--- config.mk ---
export PLATFORM = sky130hd
export DESIGN_NAME = sine_burst_sequencer_flat
export DESIGN_NICKNAME = d
export VERILOG_FILES = /design/src/rtl/sine_burst_sequencer_pkg.sv /design/src/rtl/sine_burst_sequencer_if.sv /design/src/rtl/sine_burst_sequencer_cmd_fifo.sv /design/src/rtl/sine_burst_sequencer.sv /design/src/flat_wrapper.sv
export SDC_FILE = /design/constraint.sdc
export NUM_CORES = 1
export LEC_CHECK = 0
export ABC_AREA = 1
export CORE_MARGIN = 2
export CORE_UTILIZATION = 45
export CTS_CLUSTER_DIAMETER = 200
export CTS_CLUSTER_SIZE = 30
export DETAILED_ROUTE_END_ITERATION = 10
export GPL_TIMING_DRIVEN = 0
export PLACE_DENSITY = 0.73
export SYNTH_ARGS = -nofsm -noshare
export SYNTH_HDL_FRONTEND = slang
export SYNTH_SLANG_ARGS = --single-unit
--- constraint.sdc ---
create_clock -name clock -period 9.2 [get_ports clock]
set_input_delay 0.92 -clock clock [delete_from_list [all_inputs] [get_ports clock]]
set_output_delay 0.92 -clock clock [all_outputs]
set_load 0.05 [all_outputs]
--- src/rtl/sine_burst_sequencer_pkg.sv ---
// Shared types and constants for the sine burst sequencer: command record,
// sequencer state encoding and the command legality rule.
package sine_seq_pkg;

    localparam int PHASE_SIZE  = 8;
    localparam int COUNT_WIDTH = 16;
    localparam int TABLE_SIZE  = 64;
    localparam int MAX_STEP    = 32;

    typedef enum logic [1:0] {
        IDLE,
        LOAD,
        SETTLE,
        STREAM
    } seq_state_t;

    typedef struct packed {
        logic signed [PHASE_SIZE:0]  phase;
        logic signed [PHASE_SIZE:0]  step;
        logic        [COUNT_WIDTH-1:0] length;
    } sine_cmd_t;

    localparam logic signed [PHASE_SIZE:0] STEP_MIN = (PHASE_SIZE+1)'(1);
    localparam logic signed [PHASE_SIZE:0] STEP_MAX = (PHASE_SIZE+1)'(MAX_STEP);

    // A step outside 1..MAX_STEP would skip or reverse through the table.
    function automatic logic cmd_legal(input sine_cmd_t c);
        return (c.step >= STEP_MIN) && (c.step <= STEP_MAX) && (c.length != '0);
    endfunction

endpackage

--- src/rtl/sine_burst_sequencer_if.sv ---
// Command handshake bundle between the register side and the sequencer.
interface sine_burst_sequencer_if;
    import sine_seq_pkg::*;

    logic                          cmd_valid;
    logic                          cmd_ready;
    logic signed [PHASE_SIZE:0]    cmd_phase;
    logic signed [PHASE_SIZE:0]    cmd_step;
    logic        [COUNT_WIDTH-1:0] cmd_length;

    modport master (
        output cmd_valid,
        output cmd_phase,
        output cmd_step,
        output cmd_length,
        input  cmd_ready
    );

    modport slave (
        input  cmd_valid,
        input  cmd_phase,
        input  cmd_step,
        input  cmd_length,
        output cmd_ready
    );

endinterface

--- src/rtl/sine_burst_sequencer_cmd_fifo.sv ---
// Show-ahead command queue with flush; head entry is visible on dout while
// the queue is non-empty.
module sine_cmd_fifo
    import sine_seq_pkg::*;
#(
    parameter int DEPTH = 4
) (
    input  logic      clock,
    input  logic      reset_n,
    input  logic      flush,
    input  logic      push,
    input  sine_cmd_t din,
    input  logic      pop,
    output sine_cmd_t dout,
    output logic      full,
    output logic      empty
);

    localparam int AW = $clog2(DEPTH);
    localparam logic [AW:0] PTR_ONE = (AW+1)'(1);

    sine_cmd_t   mem [DEPTH];
    logic [AW:0] wr_ptr;
    logic [AW:0] rd_ptr;
    logic [AW:0] level;
    logic        do_push;
    logic        do_pop;

    // Pointers carry one extra wrap bit so full and empty are distinguishable.
    assign level   = wr_ptr - rd_ptr;
    assign full    = (level == (AW+1)'(DEPTH));
    assign empty   = (level == '0);
    assign do_push = push && !full && !flush;
    assign do_pop  = pop && !empty && !flush;
    assign dout    = mem[rd_ptr[AW-1:0]];

    always_ff @(posedge clock or negedge reset_n) begin
        if (!reset_n) begin
            wr_ptr <= '0;
            rd_ptr <= '0;
        end else if (flush) begin
            wr_ptr <= '0;
            rd_ptr <= '0;
        end else begin
            if (do_push) wr_ptr <= wr_ptr + PTR_ONE;
            if (do_pop)  rd_ptr <= rd_ptr + PTR_ONE;
        end
    end

    always_ff @(posedge clock) begin
        if (do_push) mem[wr_ptr[AW-1:0]] <= din;
    end

endmodule

--- src/rtl/sine_burst_sequencer.sv ---
// Sequences an owned sine_wave generator through queued finite bursts:
// load via a reset pulse, mask two settling cycles, then stream samples.
module sine_burst_sequencer #(
    parameter int PHASE_SIZE  = sine_seq_pkg::PHASE_SIZE,
    parameter int COUNT_WIDTH = sine_seq_pkg::COUNT_WIDTH,
    parameter int FIFO_DEPTH  = 4
) (
    input  logic                        clock,
    input  logic                        reset_n,
    sine_burst_sequencer_if.slave       cmd,
    input  logic                        abort,
    output logic                        gen_reset,
    output logic signed [PHASE_SIZE:0]  gen_phase,
    output logic signed [PHASE_SIZE:0]  gen_phase_step,
    input  logic        [7:0]           sample_in,
    output logic        [7:0]           sample_out,
    output logic                        sample_valid,
    output logic                        sample_last,
    output logic                        busy,
    output logic                        cmd_error
);
    import sine_seq_pkg::*;

    localparam logic [COUNT_WIDTH-1:0] ONE = COUNT_WIDTH'(1);

    seq_state_t             state, state_next;
    logic                   settle, settle_next;
    logic [COUNT_WIDTH-1:0] remaining, remaining_next;
    logic                   fifo_push, fifo_pop, fifo_full, fifo_empty;
    logic                   take_next, load, drop;
    sine_cmd_t              cmd_in, head;

    assign cmd_in.phase  = cmd.cmd_phase;
    assign cmd_in.step   = cmd.cmd_step;
    assign cmd_in.length = cmd.cmd_length;

    assign cmd.cmd_ready = !fifo_full;
    assign fifo_push     = cmd.cmd_valid && !fifo_full && !abort;
    assign busy          = (state != IDLE) || !fifo_empty;

    sine_cmd_fifo #(
        .DEPTH (FIFO_DEPTH)
    ) u_fifo (
        .clock   (clock),
        .reset_n (reset_n),
        .flush   (abort),
        .push    (fifo_push),
        .din     (cmd_in),
        .pop     (fifo_pop),
        .dout    (head),
        .full    (fifo_full),
        .empty   (fifo_empty)
    );

    always_comb begin
        state_next     = state;
        settle_next    = settle;
        remaining_next = remaining;
        fifo_pop       = 1'b0;
        load           = 1'b0;
        drop           = 1'b0;
        take_next      = 1'b0;

        case (state)
            IDLE: take_next = !fifo_empty;
            LOAD: begin
                state_next  = SETTLE;
                settle_next = 1'b0;
            end
            SETTLE: begin
                if (settle) state_next  = STREAM;
                else        settle_next = 1'b1;
            end
            STREAM: begin
                remaining_next = remaining - ONE;
                if (remaining == ONE) begin
                    state_next = IDLE;
                    take_next  = !fifo_empty;
                end
            end
            default: state_next = IDLE;
        endcase

        // Popping straight from the last STREAM cycle avoids an IDLE bubble.
        if (take_next) begin
            fifo_pop = 1'b1;
            if (cmd_legal(head)) begin
                state_next     = LOAD;
                load           = 1'b1;
                remaining_next = head.length;
            end else begin
                drop = 1'b1;
            end
        end

        if (abort) begin
            state_next = IDLE;
            fifo_pop   = 1'b0;
            load       = 1'b0;
            drop       = 1'b0;
        end
    end

    // Samples are registered on every edge whose next state is STREAM, so the
    // first one is captured as SETTLE ends.
    always_ff @(posedge clock or negedge reset_n) begin
        if (!reset_n) begin
            state          <= IDLE;
            settle         <= 1'b0;
            remaining      <= '0;
            gen_reset      <= 1'b1;
            gen_phase      <= '0;
            gen_phase_step <= (PHASE_SIZE+1)'(1);
            sample_out     <= '0;
            sample_valid   <= 1'b0;
            sample_last    <= 1'b0;
            cmd_error      <= 1'b0;
        end else begin
            state        <= state_next;
            settle       <= settle_next;
            remaining    <= remaining_next;
            gen_reset    <= load;
            cmd_error    <= drop;
            sample_valid <= (state_next == STREAM);
            sample_last  <= (state_next == STREAM) && (remaining_next == ONE);
            if (load) begin
                gen_phase      <= head.phase;
                gen_phase_step <= head.step;
            end
            if (state_next == STREAM) sample_out <= sample_in;
        end
    end

endmodule

--- src/flat_wrapper.sv ---
// flat-port wrapper written by rule: the top's interface ports become plain ports
module sine_burst_sequencer_flat import sine_seq_pkg::*;
#(
    parameter int PHASE_SIZE  = sine_seq_pkg::PHASE_SIZE,
    parameter int COUNT_WIDTH = sine_seq_pkg::COUNT_WIDTH,
    parameter int FIFO_DEPTH  = 4
)
  (clock, reset_n, abort, gen_reset, gen_phase, gen_phase_step, sample_in, sample_out, sample_valid, sample_last, busy, cmd_error, cmd_cmd_valid, cmd_cmd_phase, cmd_cmd_step, cmd_cmd_length, cmd_cmd_ready);
  sine_burst_sequencer_if cmd_i ();
  input  logic clock;
  input  logic reset_n;
  input  logic abort;
  output logic gen_reset;
  output logic signed [PHASE_SIZE:0] gen_phase;
  output logic signed [PHASE_SIZE:0] gen_phase_step;
  input  logic        [7:0] sample_in;
  output logic        [7:0] sample_out;
  output logic sample_valid;
  output logic sample_last;
  output logic busy;
  output logic cmd_error;
  input wire logic [$bits(cmd_i.cmd_valid)-1:0] cmd_cmd_valid;
  input wire logic [$bits(cmd_i.cmd_phase)-1:0] cmd_cmd_phase;
  input wire logic [$bits(cmd_i.cmd_step)-1:0] cmd_cmd_step;
  input wire logic [$bits(cmd_i.cmd_length)-1:0] cmd_cmd_length;
  output wire logic [$bits(cmd_i.cmd_ready)-1:0] cmd_cmd_ready;
  assign cmd_i.cmd_valid = cmd_cmd_valid;
  assign cmd_i.cmd_phase = cmd_cmd_phase;
  assign cmd_i.cmd_step = cmd_cmd_step;
  assign cmd_i.cmd_length = cmd_cmd_length;
  assign cmd_cmd_ready = cmd_i.cmd_ready;
  sine_burst_sequencer #(.PHASE_SIZE(PHASE_SIZE), .COUNT_WIDTH(COUNT_WIDTH), .FIFO_DEPTH(FIFO_DEPTH)) u_core (.clock(clock), .reset_n(reset_n), .cmd(cmd_i), .abort(abort), .gen_reset(gen_reset), .gen_phase(gen_phase), .gen_phase_step(gen_phase_step), .sample_in(sample_in), .sample_out(sample_out), .sample_valid(sample_valid), .sample_last(sample_last), .busy(busy), .cmd_error(cmd_error));
endmodule
# Word level (Yosys, flattened, before mapping)
# Memories as Yosys holds them, arrays and structs flattened.
# Cells that the tools add are included.
# Widths: inputs -> output; s select.
[word_totals]
wordCells = 72
memories = 1
input_bits = 46
ff_bits = 55
out_inout_bits = 32
mem_bits_rw = 136
[classes]
addsub = 4
n_mux = 26
magnitude_cmp = 2
n_reduce_logical = 20
eq_ne = 7
[memory_table]
columns = ["memory", "depth", "word_bits", "read_ports", "rd_clocked_by_memory_dff", "write_ports", "line", "source"]
rows = [
  ["u_core.u_fifo.mem", 4, 34, 1, 0, 1, "sine_burst_sequencer_cmd_fifo.sv:22", "sine_cmd_t mem [DEPTH];"],
]
[ops]
columns = ["operator", "n"]
rows = [
  ["$mux 16", 3],
  ["$eq 16x1->1 const B", 2],
  ["$reduce_bool 16->1", 1],
  ["$sub 16x1->16 const B", 1],
  ["$mux 3", 4],
  ["$mux 1", 11],
  ["$mux 2", 5],
  ["$ge 9x2->1 const B", 1],
  ["$le 9x7->1 const B", 1],
  ["$logic_and 1x1->1", 9],
  ["$reduce_bool 2->1", 4],
  ["$add 3x1->3 const B", 2],
  ["$eq 2x2->1 const B", 3],
  ["$pmux 2 s3", 1],
  ["$pmux 1 s2", 2],
  ["$eq 3x3->1 const B", 1],
  ["$logic_not 1->1", 3],
  ["$logic_not 3->1", 1],
  ["$sub 3x3->3", 1],
  ["$eq 2x1->1 const B", 1],
  ["$logic_not 2->1", 1],
  ["$logic_or 1x1->1", 1],
]

# Logic depth before layout (Yosys ltp)
# Gate-level depths: netlist of run 1.
[depth]
depth_word = 11
depth_mapped = 22
mapped_depth_nobuf = 19

# Cells and area by module
# From an unflattened synthesis of run 1, not the netlist that was laid out.
[unflattened]
hier_cells = 739
area_unflattened_um2 = 8187.9
[by_module_without_submodules]
columns = ["module", "seq_area_each_um2", "cells_each", "area_each_um2", "instances"]
rows = [
  ["sine_cmd_fifo", 4234.1, 400, 5571.6, 1],
  ["sine_burst_sequencer", 1228.7, 339, 2616.3, 1],
]

# Worst setup path after synthesis of run 1
# Ideal clock, no wire load.
[synth_path]
path_kind = "register to register"
from = "register u_core.u_fifo.rd_ptr[1]"
to = "register u_core.u_fifo.wr_ptr[2]"
path_buffers = 3
path_stages_with_launch = 15
arrival_ns = 4.209
setup_time_ns = 0.086
synth_period_minus_slack_ns = 4.295
slack_ns = 4.905
required_time_ns = 9.114
cell_sequence = "dfrtp_1 -> buf_6 -> inv_2 -> buf_4 -> clkbuf_1 -> ha_1 -> inv_1 -> nor2_1 -> o21ai_0 -> nand2_1 -> nand3_1 -> nand3_1 -> nor2_1 -> o21ai_0 -> a21oi_1"
[synth_between]
elab_chain_len = 8
[synth_lines]
columns = ["element", "line", "source"]
rows = [
  ["start: declaration", "sine_burst_sequencer_cmd_fifo.sv:24", "logic [AW:0] rd_ptr;"],
  ["start signal: assignment", "sine_burst_sequencer_cmd_fifo.sv:46", "if (do_pop) rd_ptr <= rd_ptr + PTR_ONE;"],
  ["$sub 3x3->3 (*)", "sine_burst_sequencer_cmd_fifo.sv:30", "assign level = wr_ptr - rd_ptr;"],
  ["$eq 3x3->1 (*)", "sine_burst_sequencer_cmd_fifo.sv:31", "assign full = (level == (AW+1)'(DEPTH));"],
  ["$logic_not 1->1 (*)", "n/a", ""],
  ["named net cmd_cmd_ready", "flat_wrapper.sv:26", "output wire logic [$bits(cmd_i.cmd_ready)-1:0] cmd_cmd_ready;"],
  ["$logic_and 1x1->1 (2 in series)", "sine_burst_sequencer.sv:38", "assign fifo_push = cmd.cmd_valid && !fifo_full && !abort;"],
  ["$logic_and 1x1->1 (*) (2 in series)", "sine_burst_sequencer_cmd_fifo.sv:33", "assign do_push = push && !full && !flush;"],
  ["$reduce_bool 2->1 (no source line) (*)", "n/a", ""],
  ["end signal: assignment", "sine_burst_sequencer_cmd_fifo.sv:45", "if (do_push) wr_ptr <= wr_ptr + PTR_ONE;"],
  ["end: declaration", "sine_burst_sequencer_cmd_fifo.sv:23", "logic [AW:0] wr_ptr;"],
]
# Mark *: on every way through the listed nets, which the timed path passes. The rest lies on a longest branch.
# A chain may end at the register's enable or synchronous reset.

# Final worst setup path of run 1
[layout_path]
from = "register u_core.u_fifo.rd_ptr[1]"
to = "output busy"
[layout_between]
elab_chain_len = 4
[layout_lines]
columns = ["element", "line", "source"]
rows = [
  ["$sub 3x3->3", "sine_burst_sequencer_cmd_fifo.sv:30", ""],
  ["$logic_not 3->1", "sine_burst_sequencer_cmd_fifo.sv:32", "assign empty = (level == '0);"],
  ["$logic_not 1->1", "sine_burst_sequencer.sv:39", "assign busy = (state != IDLE) || !fifo_empty;"],
  ["$logic_or 1x1->1", "sine_burst_sequencer.sv:39", ""],
  ["end: declaration", "flat_wrapper.sv:20", "output logic busy;"],
]
# Every way passes these cells.

==> results of run 1 <==
-- through the flow --
step           setup slack (ps)  total power [mW]  hold WS (ps)    util  std cells
6_report                   4712             3.091         417.8  0.5592       1128
3_5_place_dp               5153             2.371         458.1  0.5254       1096
3_3_place_gp               3668             2.328         457.7  0.5172       1091
4_1_cts                    4664             3.109         424.5  0.5592       1128
2_1_floorplan              4905             1.986         454.1       -        785
5_1_grt                    4537             3.268         447.5  0.5592       1128
-- kinds of logic (layout without fill, tap and decap cells) --
group,count (synthesis),count (layout),share of synthesized area
adders and majority gates,13,13,0.01976
DFF,191,191,0.6635
xor gates and xnor gates,13,13,0.01383
and+or+nand+nor,408,408,0.2084
AOI/OAI and AO/OA,57,57,0.03982
buffers and inverters,103,217,0.05471
-- synthesized netlist by cell type --
library cell,n
xnor2_1,6
o21ai_2,1
o21ai_1,4
o211ai_1,2
buf_1,1
or2_2,2
nor3_1,1
a31oi_1,3
inv_2,7
xor2_1,7
buf_4,2
nand2_4,2
nor3b_1,1
edfxtp_1,136
clkbuf_1,6
nand3_1,65
nand3b_1,1
nand2_2,1
nor2_1,59
ha_1,13
o21ai_0,33
nand4_4,1
o21a_1,1
a21oi_1,2
nand3_2,1
o21bai_4,1
dfrtp_1,53
nor2_4,3
buf_6,5
buf_2,15
nand4_1,10
clkinv_1,1
o31ai_1,1
dfstp_2,2
o22ai_1,9
nand2_1,261
inv_1,66
-- power breakdown --
group / total (mW) / switching (mW) / leakage (nW) / internal [mW]
Combinational: 1.18 / 0.798 / 1.95 / 0.381
Clock: 0.735 / 0.339 / 0.297 / 0.396
Sequential: 1.18 / 0.0888 / 1.93 / 1.09
Total: 3.09 / 1.23 / 4.18 / 1.86
-- state kept, by name, indices dropped and copies added (netlist names), 2 cells and up --
signal and flops:
u_core.u_fifo.rd_ptr 3, u_core.gen_phase 9, u_core.sample_out 8, u_core.u_fifo.wr_ptr 3, u_core.state 2, u_core.remaining 16
u_core.gen_phase_step 9, u_core.u_fifo.mem 136
-- worst max-delay path, cell delays in order (launching register included) --
cell	delay (ps)
dfrtp_1	390
buf_6	150
inv_2	160
buf_4	220
clkbuf_1	400
ha_1	360
inv_1	70
nor2_1	50
o21ai_0	200
nand3b_1	140
or2_2	280
clkdlybuf4s50_1	700
-- worst max-delay path by stage --
stage | startpoint | endpoint | slack (ps) | depth (start not counted)
2_1_floorplan | u_core.u_fifo.rd_ptr[1] | u_core.u_fifo.wr_ptr[2] | 4910 | 14
3_3_place_gp | u_core.u_fifo.rd_ptr[1] | u_core.u_fifo.wr_ptr[2] | 3670 | 14
3_5_place_dp | u_core.u_fifo.rd_ptr[1] | busy | 5150 | 11
4_1_cts | u_core.u_fifo.rd_ptr[1] | busy | 4660 | 11
5_1_grt | u_core.u_fifo.rd_ptr[1] | busy | 4540 | 11
6_report | u_core.u_fifo.rd_ptr[1] | busy | 4710 | 11
-- routing by layer --
layer,wire length [um],part of all wire,track usage,vias to the layer above
met2,8672,0.51,0.3137,144
met3,695,0.041,0.03235,31
met4,414,0.024,0.07230,0
li1,-,-,-,2791
met1,7352,0.43,0.2320,2658
met5,0,0,0,-
-- cell type report --
cell class	count	area, sq um	share of cell area
Buffer	29	172.7	0.01719
Sequential cell	191	5463	0.5438
Clock inverter	14	168.9	0.01681
Clock buffer	18	439.2	0.04372
Inverter	74	277.8	0.02765
Multi-Input combinational cell	491	2350	0.2339
Timing Repair Buffer	82	888.4	0.08843
Tap cell	229	286.5	0.02852
==> metrics.csv, run 1 <==
stage,metric,value,unit
status,status,completed,
floorplanning,die_h,139.3,um
worst_hold_path,hold_path_class,in -> async,
critical_path,r2r_end,u_core.u_fifo.mem[0][14],
critical_path,cp-start-kind,register,
grt,grt_first_pass_wirelength,27560,um
cts,clk_latency,430,ps
place,routabilityCongestion,0.7785,
layout,drive_gt1_frac,0.09455,
floorplanning,dieArea,19390,sq um
critical_path,reg2regPathDepth,13,
layout,nets,945,
layout,area_growth,22.02,%
cts,htreeDepth,4,
synthesis,syn_area_per_cell,10.49,sq um
synthesis,synth_top_area_cell,edfxtp_1,
sta,tns,0,ps
critical_path,required,8280,ps
layout,stdcell_area,10050,sq um
sta,rsz0062_at_grt,false,
sta,finalSetupViolCount,0,
critical_path,r2r_slack,5350,ps
floorplanning,core_area,17960,sq um
route,routed_wl,17140,um
sta,fmax,222.8,MHz
grt,grt_overflow,0,
floorplanning,rows,49,
place,port_buffers,77,
grt,grtUsageTotal,0.1830,
route,post_drt_via_cell_ratio,4.986,
synthesis,yosys_warnings,0,
cts,clkSinkCount,191,
pwr,peakVddDrop,0.1779,mV
sta,finalHoldViolations,0,
pwr,p_leak,4.178,nW
cts,cts.clk_slew.worst_paths,70,ps
synthesis,syn_area,8233,sq um
cts,cts_hold_buffers,0,
floorplanning,io_pins,78,
floorplanning,dieWidth,139.3,um
sta,slew_headroom,0.5007,
grt,grt_pass1_vias,5542,
route,detail_route.first_pass.iterations,5,
synthesis,synth_area_leaders,"edfxtp_1, dfrtp_1, nand2_1",
route,drt_iter0_markers,471,
cts,cts_tree,built,
layout,antenna_cells,0,
route,ant_nets,0,
cts,clk_path_buf_depth,2,
sta,min_period,4488,ps
route,drc,0,
layout,fillCellCount,1492,
cts,cts_resized,0,
critical_path,reg2reg_from,u_core.u_fifo.rd_ptr[1],
cts,postCtsSetupBuffers,0,
critical_path,cp_max_fo,10,
place,hpwl,11800,um
sta,skew,8.533,ps
synthesis,synth_nets,844,
layout,final_cell_mix,"nand2_1, edfxtp_1, clkdlybuf4s50_1",
floorplanning,initial_core_util,0.4583,
critical_path,cp-end-kind,output pin,
critical_path,worst_ep_arrival_time,3570,ps
layout,final_common_cell,nand2_1,
synthesis,ys_types,37,
cts,numCtsBuffers,17,
synthesis,ys_seq_elements,191,
sta,drv_slew,0,
sta,worst_pin_slew,747.2,ps
synthesis,syn_inst,785,
pwr,power.density,307.7,nW/um^2
critical_path,path_class,reg -> out,
route,wire_per_inst,15.19,um
route,vias,5624,
grt,grt_max_degree,40,
synthesis,post-synth-top-area-fraction,0.4960,
job,maxCapViolCount,0,
place,place_area,9438,sq um
grt,antenna_found_initial,0,
cts,cts_root_buffer,clkbuf_16,
synthesis,yosysSeqAreaShare,0.6635,
sta,period_share,0.4878,
No activity file was read; power rests on OpenSTA's default activity.
==> run 2: changes to the inputs <==
Settings changed: PLACE_DENSITY 0.73 to 0.76.
Clock period 9.2 ns to 3.9 ns, I/O delays scaled along.
==> run 2 against run 1 <==
Routed wire length grew 2.0%. Global-route usage up 0.57 points. Utilization shrank 0.10 points. Critical path depth fell by 1. Final cell count stayed put. Largest cell class unchanged. Largest power group unchanged.
==> metrics.csv, run 2 (synthesized netlist as in run 1, its figures left out) <==
stage,metric,value,unit
route,detail_route.first_pass.iterations,7,
floorplanning,die_h,139.3,um
route,vias,5647,
route,drc,0,
sta,slew_headroom,0.4754,
sta,finalSetupViolCount,0,
critical_path,r2r_end,u_core.u_fifo.mem[3][9],
critical_path,worst_ep_arrival_time,3210,ps
grt,grt_first_pass_wirelength,28320,um
layout,final_common_cell,nand2_1,
grt,grt_overflow,0,
cts,clkSinkCount,191,
critical_path,crit_chain,buf_6 > inv_2 > buf_4 > ha_1 > inv_1 > nor2_1 > o21ai_0 > nand3b_1 > or2_2 > clkdlybuf4s50_1,
cts,numCtsBuffers,17,
layout,stdcell_area,10030,sq um
pwr,p_leak,4.160,nW
place,placed_cells,1096,
layout,fin_cells,1128,
sta,drv_slew,0,
layout,drive_gt1_frac,0.09455,
status,status,completed,
critical_path,cp-start-kind,register,
floorplanning,core_area,17960,sq um
layout,final_cell_mix,"nand2_1, edfxtp_1, clkdlybuf4s50_1",
sta,worst_pin_slew,785.1,ps
critical_path,cp_max_fo,19,
job,maxCapViolCount,0,
route,wire_per_inst,15.49,um
worst_hold_path,hold_path_class,in -> async,
cts,cts_root_buffer,clkbuf_16,
cts,clk_path_buf_depth,2,
layout,nets,945,
floorplanning,io_pins,78,
floorplanning,initial_core_util,0.4583,
layout,antenna_cells,0,
place,hpwl,11850,um
route,drt_iter0_markers,476,
route,ant_nets,0,
route,post_drt_via_cell_ratio,5.006,
critical_path,slowest_delay,710,ps
sta,rsz0062_at_grt,false,
floorplanning,rows,49,
place,place_area,9438,sq um
floorplanning,dieArea,19390,sq um
grt,antenna_found_initial,0,
sta,hold_ws,405.9,ps
grt,grt_max_degree,41,
floorplanning,dieWidth,139.3,um
cts,cts.clk_slew.worst_paths,70,ps
sta,skew,5.602,ps
cts,cts_tree,built,
layout,largest_register_ff_count,136,
critical_path,reg2regPathDepth,12,
sta,period_share,0.9227,
place,port_buffers,77,
critical_path,cp-end-kind,output pin,
sta,finalHoldViolations,0,
sta,min_period,3598,ps
grt,grtUsageTotal,0.1886,
place,routabilityCongestion,0.8518,
grt,grt_pass1_vias,5575,
cts,htreeDepth,4,
critical_path,reg2reg_from,u_core.u_fifo.rd_ptr[1],
route,routed_wl,17480,um
pwr,power.density,721.2,nW/um^2
critical_path,r2r_slack,400,ps
cts,clk_latency,430,ps
critical_path,required,3510,ps
layout,area_growth,21.79,%
pwr,p_total,7.231,mW
sta,fmax,277.9,MHz
critical_path,critPathSlowestCell,clkdlybuf4s50_1,
cts,cts_resized,0,
pwr,peakVddDrop,0.4593,mV
critical_path,path_class,reg -> out,
-- run 2: per-layer routing --
layer / vias up / GRT usage / wire length (um)
met1: 2661 / 0.2409 / 7532
met5: - / 0 / 0
met2: 165 / 0.3194 / 8807
met3: 28 / 0.03338 / 782
li1: 2793 / - / -
met4: 0 / 0.07868 / 353
-- run 2: worst max-delay path: cells and delay by family, from the launching register on --
kind / cells / cell delay, ps
buf+inv: 5 / 1370
simple gates: 3 / 470
flops: 1 / 390
fa+ha+maj: 1 / 310
compound gates: 1 / 220
-- run 2: worst max path at each step --
stage                            startpoint                       end  slack (ps)  cells past startpoint
floorplan           u_core.u_fifo.rd_ptr[1]   u_core.u_fifo.mem[0][0]        -360                     12
global placement    u_core.u_fifo.rd_ptr[1]   u_core.u_fifo.mem[1][3]       -1450                     12
detailed placement  u_core.u_fifo.rd_ptr[1]  u_core.u_fifo.mem[3][19]          50                     13
CTS                 u_core.u_fifo.rd_ptr[1]                      busy         280                     10
global route        u_core.u_fifo.rd_ptr[1]                      busy         140                     10
finish              u_core.u_fifo.rd_ptr[1]                      busy         300                     10
-- run 2: metrics by stage --
| stage | setup WS [ps] | TNS (ps) | utilization |
|---|---|---|---|
| 6_report | 301.6 | 0 | 0.5582 |
| 5_1_grt | 136.8 | 0 | 0.5582 |
| 4_1_cts | 280.9 | 0 | 0.5582 |
| 3_5_place_dp | 47.78 | 0 | 0.5254 |
| 3_3_place_gp | -1450 | -162260 | 0.5173 |
| 2_1_floorplan | -363.5 | -37080 | - |
-- run 2: cell type report --
class	instances	area [sq um]
clock inverter	15	157.7
sequential	191	5463
clock buffer	17	425.4
timing repair buffer	83	898.4
fill	1497	7936
tap	229	286.5
buffer	28	168.9
multi-input combinational	491	2350
inverter	74	277.8
-- run 2: where the power goes --
part	leakage, nW	internal (mW)	switching, mW
clock	0.277	0.900	0.789
sequential	1.93	2.57	0.209
combinational	1.96	0.897	1.87
total	4.16	4.36	2.87
-- run 2: timing repair --
item                                    4_1_cts  5_1_grt
endpoints found under the setup margin       16        0
hold endpoints to repair                     15        0
setup buffers                                 0        0
hold buffers                                  1        0
==> RTL change: new RTL, flow settings as in run 2 <==
`FIFO_DEPTH` is set to 4 in 2 places; all go to 16.
--- a/src/rtl/sine_burst_sequencer.sv
+++ b/src/rtl/sine_burst_sequencer.sv
@@ -3,7 +3,7 @@
 module sine_burst_sequencer #(
     parameter int PHASE_SIZE  = sine_seq_pkg::PHASE_SIZE,
     parameter int COUNT_WIDTH = sine_seq_pkg::COUNT_WIDTH,
-    parameter int FIFO_DEPTH  = 4
+    parameter int FIFO_DEPTH  = 16
 ) (
     input  logic                        clock,
     input  logic                        reset_n,
--- a/src/flat_wrapper.sv
+++ b/src/flat_wrapper.sv
@@ -3,7 +3,7 @@
 #(
     parameter int PHASE_SIZE  = sine_seq_pkg::PHASE_SIZE,
     parameter int COUNT_WIDTH = sine_seq_pkg::COUNT_WIDTH,
-    parameter int FIFO_DEPTH  = 4
+    parameter int FIFO_DEPTH  = 16
 )
   (clock, reset_n, abort, gen_reset, gen_phase, gen_phase_step, sample_in, sample_out, sample_valid, sample_last, busy, cmd_error, cmd_cmd_valid, cmd_cmd_phase, cmd_cmd_step, cmd_cmd_length, cmd_cmd_ready);
   sine_burst_sequencer_if cmd_i ();
Formal check against the unedited RTL: not equivalent (Yosys sat finds a counterexample within 10 cycles, from zero or initial values and one cycle with reset_n low).
==> RTL change against run 2 <==
Cell area grew to 2.9 times the old value; sequential cell count is 412 higher; wire length grew to 4.2 times the old value; via count grew to 3.2 times the old value; cell count grew to 2.9 times the old value; setup slack worse by 0.24 ns; first-iteration DRC count grew to 5.7 times the old value; largest power group unchanged; die area grew to 3.0 times the old value; fmax is 6.2% lower; clock skew is 0.041 ns higher; clock power is 86% higher; highest routed layer is now met5; area after synthesis grew to 3.1 times the old value; total power is 130% higher.
==> RTL change: results (changes against run 2) <==
Synthesis
  – Post-synth top cells: nand2_1, edfxtp_1, nor2_1
  – Async SR Flop Fraction: 9.78% (-19 points)
  – Syn avg cell area: 10.9 um^2 (+4.0%)
  – Post-synth EDFFs: 544 (+300%)
  – Post-synthesis sequential area ratio: 70.0% (+3.6 points)
  – Top cells by area, synth: edfxtp_1, nand2_1, dfrtp_1
  – Mapped Nets: 2395 (+180%)

Final layout
  – Max reg flops: 544 (+300%)
  – Fillers: 4659 (+210%)
  – Nets: 2560 (+170%)
  – Fin cells: 3275 (+190%)
  – Share of post-route cells with drive strength above 1: 8.10% (-1.4 points)

Clock tree
  – CTS buffer count: 24 (+7)
  – Reg clk slew, reported paths: 0.12 ns (+0.05 ns)
  – Setup bufs post-CTS: 44 (+44)
  – Max H-tree Level: 1 (-3)

Pwr
  – IR drop worst, VDD: 0.367 mV (-20%)
  – Pleak: 11.2 nW (+170%)
  – P_int: 0.0103 W (+140%)

Setup path
  – CP Max Fanout: 22 (+3)
  – Cells on worst reg2reg path: 19 (+7)
  – Worst setup endpoint: u_core.u_fifo.mem[15][25]$_DFFE_PP_
  – Reg-to-reg setup timing slack: 0.06 ns (-0.34 ns)
  – WS Path Type: register to register
  – Slowest-stage cell, CP: dfrtp_1
  – Slowest stage delay, CP: 0.43 ns (-0.28 ns)

GRT
  – Global-route wire length before repair: 109 mm (+290%)
  – GR Util All Layers: 24.8% (+6.0 points)
  – Vias in the first global route: 17800 (+220%)
  – Largest net degree at the start of global routing: 34 (-17%)
  – Initial antenna violation count: 2 (+2)

Placed design
  – Placed cell count: 3174 (+190%)
  – RD Place Congestion: 0.889 (+4.3%)
  – DP HPWL: 44.7 mm (+280%)

Timing
  – Tightest Pin Transition: 1.00 ns (+0.216 ns)
  – Clock skew: 0.0461 ns (+0.0405 ns)

Routing
  – DR pass1 iterations: 6 (-1)
  – Total number of vias: 18300 (+220%)
  – Final wirelength: 74.2 mm (+320%)
  – DR iter-0 viols: 2724 (+470%)

Status
  – Outcome: finished clean
## RTL change: final cells by class
type                       count  area [um^2]  share of cell area, %
sequential                   603        17800                   61.3
buffer                       112          632                   2.17
antenna                        2         5.00                 0.0172
timing repair buffer         132         1610                   5.54
clock buffer                  42          668                   2.30
inverter                     227          862                   2.97
tap                          756          946                   3.25
clock inverter                 2         46.3                  0.159
multi-input combinational   1399         6480                   22.3
## RTL change: kinds of logic (layout without fill, tap and decap cells)
family | Yosys count | in the layout | share of synthesized area [%]
fa+ha+maj | 15 | 15 | 0.737
flops | 603 | 603 | 70.0
compound gates | 242 | 242 | 5.37
xor+xnor | 18 | 18 | 0.619
other cells | 0 | 2 | 0
buf+inv | 342 | 515 | 5.73
simple gates | 1114 | 1124 | 17.5
## RTL change: metrics by stage
step | hold slack (ns) | setup WS, ns | instance area, um^2
finish | 0.311 | 0.0624 | 29100
global route | 0.312 | -0.0227 | 29100
CTS | 0.303 | 0.0160 | 29000
detailed placement | 0.458 | -1.67 | 27400
global placement | 0.464 | -1.55 | 27300
floorplan | 0.0944 | 0.00730 | 25600
## RTL change: tightest hold or removal path, stage by stage
cell             delay [ns]
clkdlybuf4s50_1        0.39
nand2_1                0.06
nand2_1                0.04
## RTL change: metal layers
layer  GRT usage [%]  part of all wire [%]  up-vias  wire, um
li1                -                     -     8128         -
met1            31.5                    35     8665     26100
met2            40.3                    46     1304     34300
met3            5.43                    13      236      9500
met4            12.8                   5.7        2      4260
met5               0                 0.018        -        13
## RTL change: power by group through the flow
stage                     sequential (W)  combinational [W]  clock, W
after CTS                        0.00756            0.00583   0.00312
after floorplan                  0.00804            0.00326         0
final                            0.00757            0.00609   0.00315
after global placement           0.00770            0.00553         0
after global routing             0.00760            0.00649   0.00336
after detailed placement         0.00771            0.00569         0
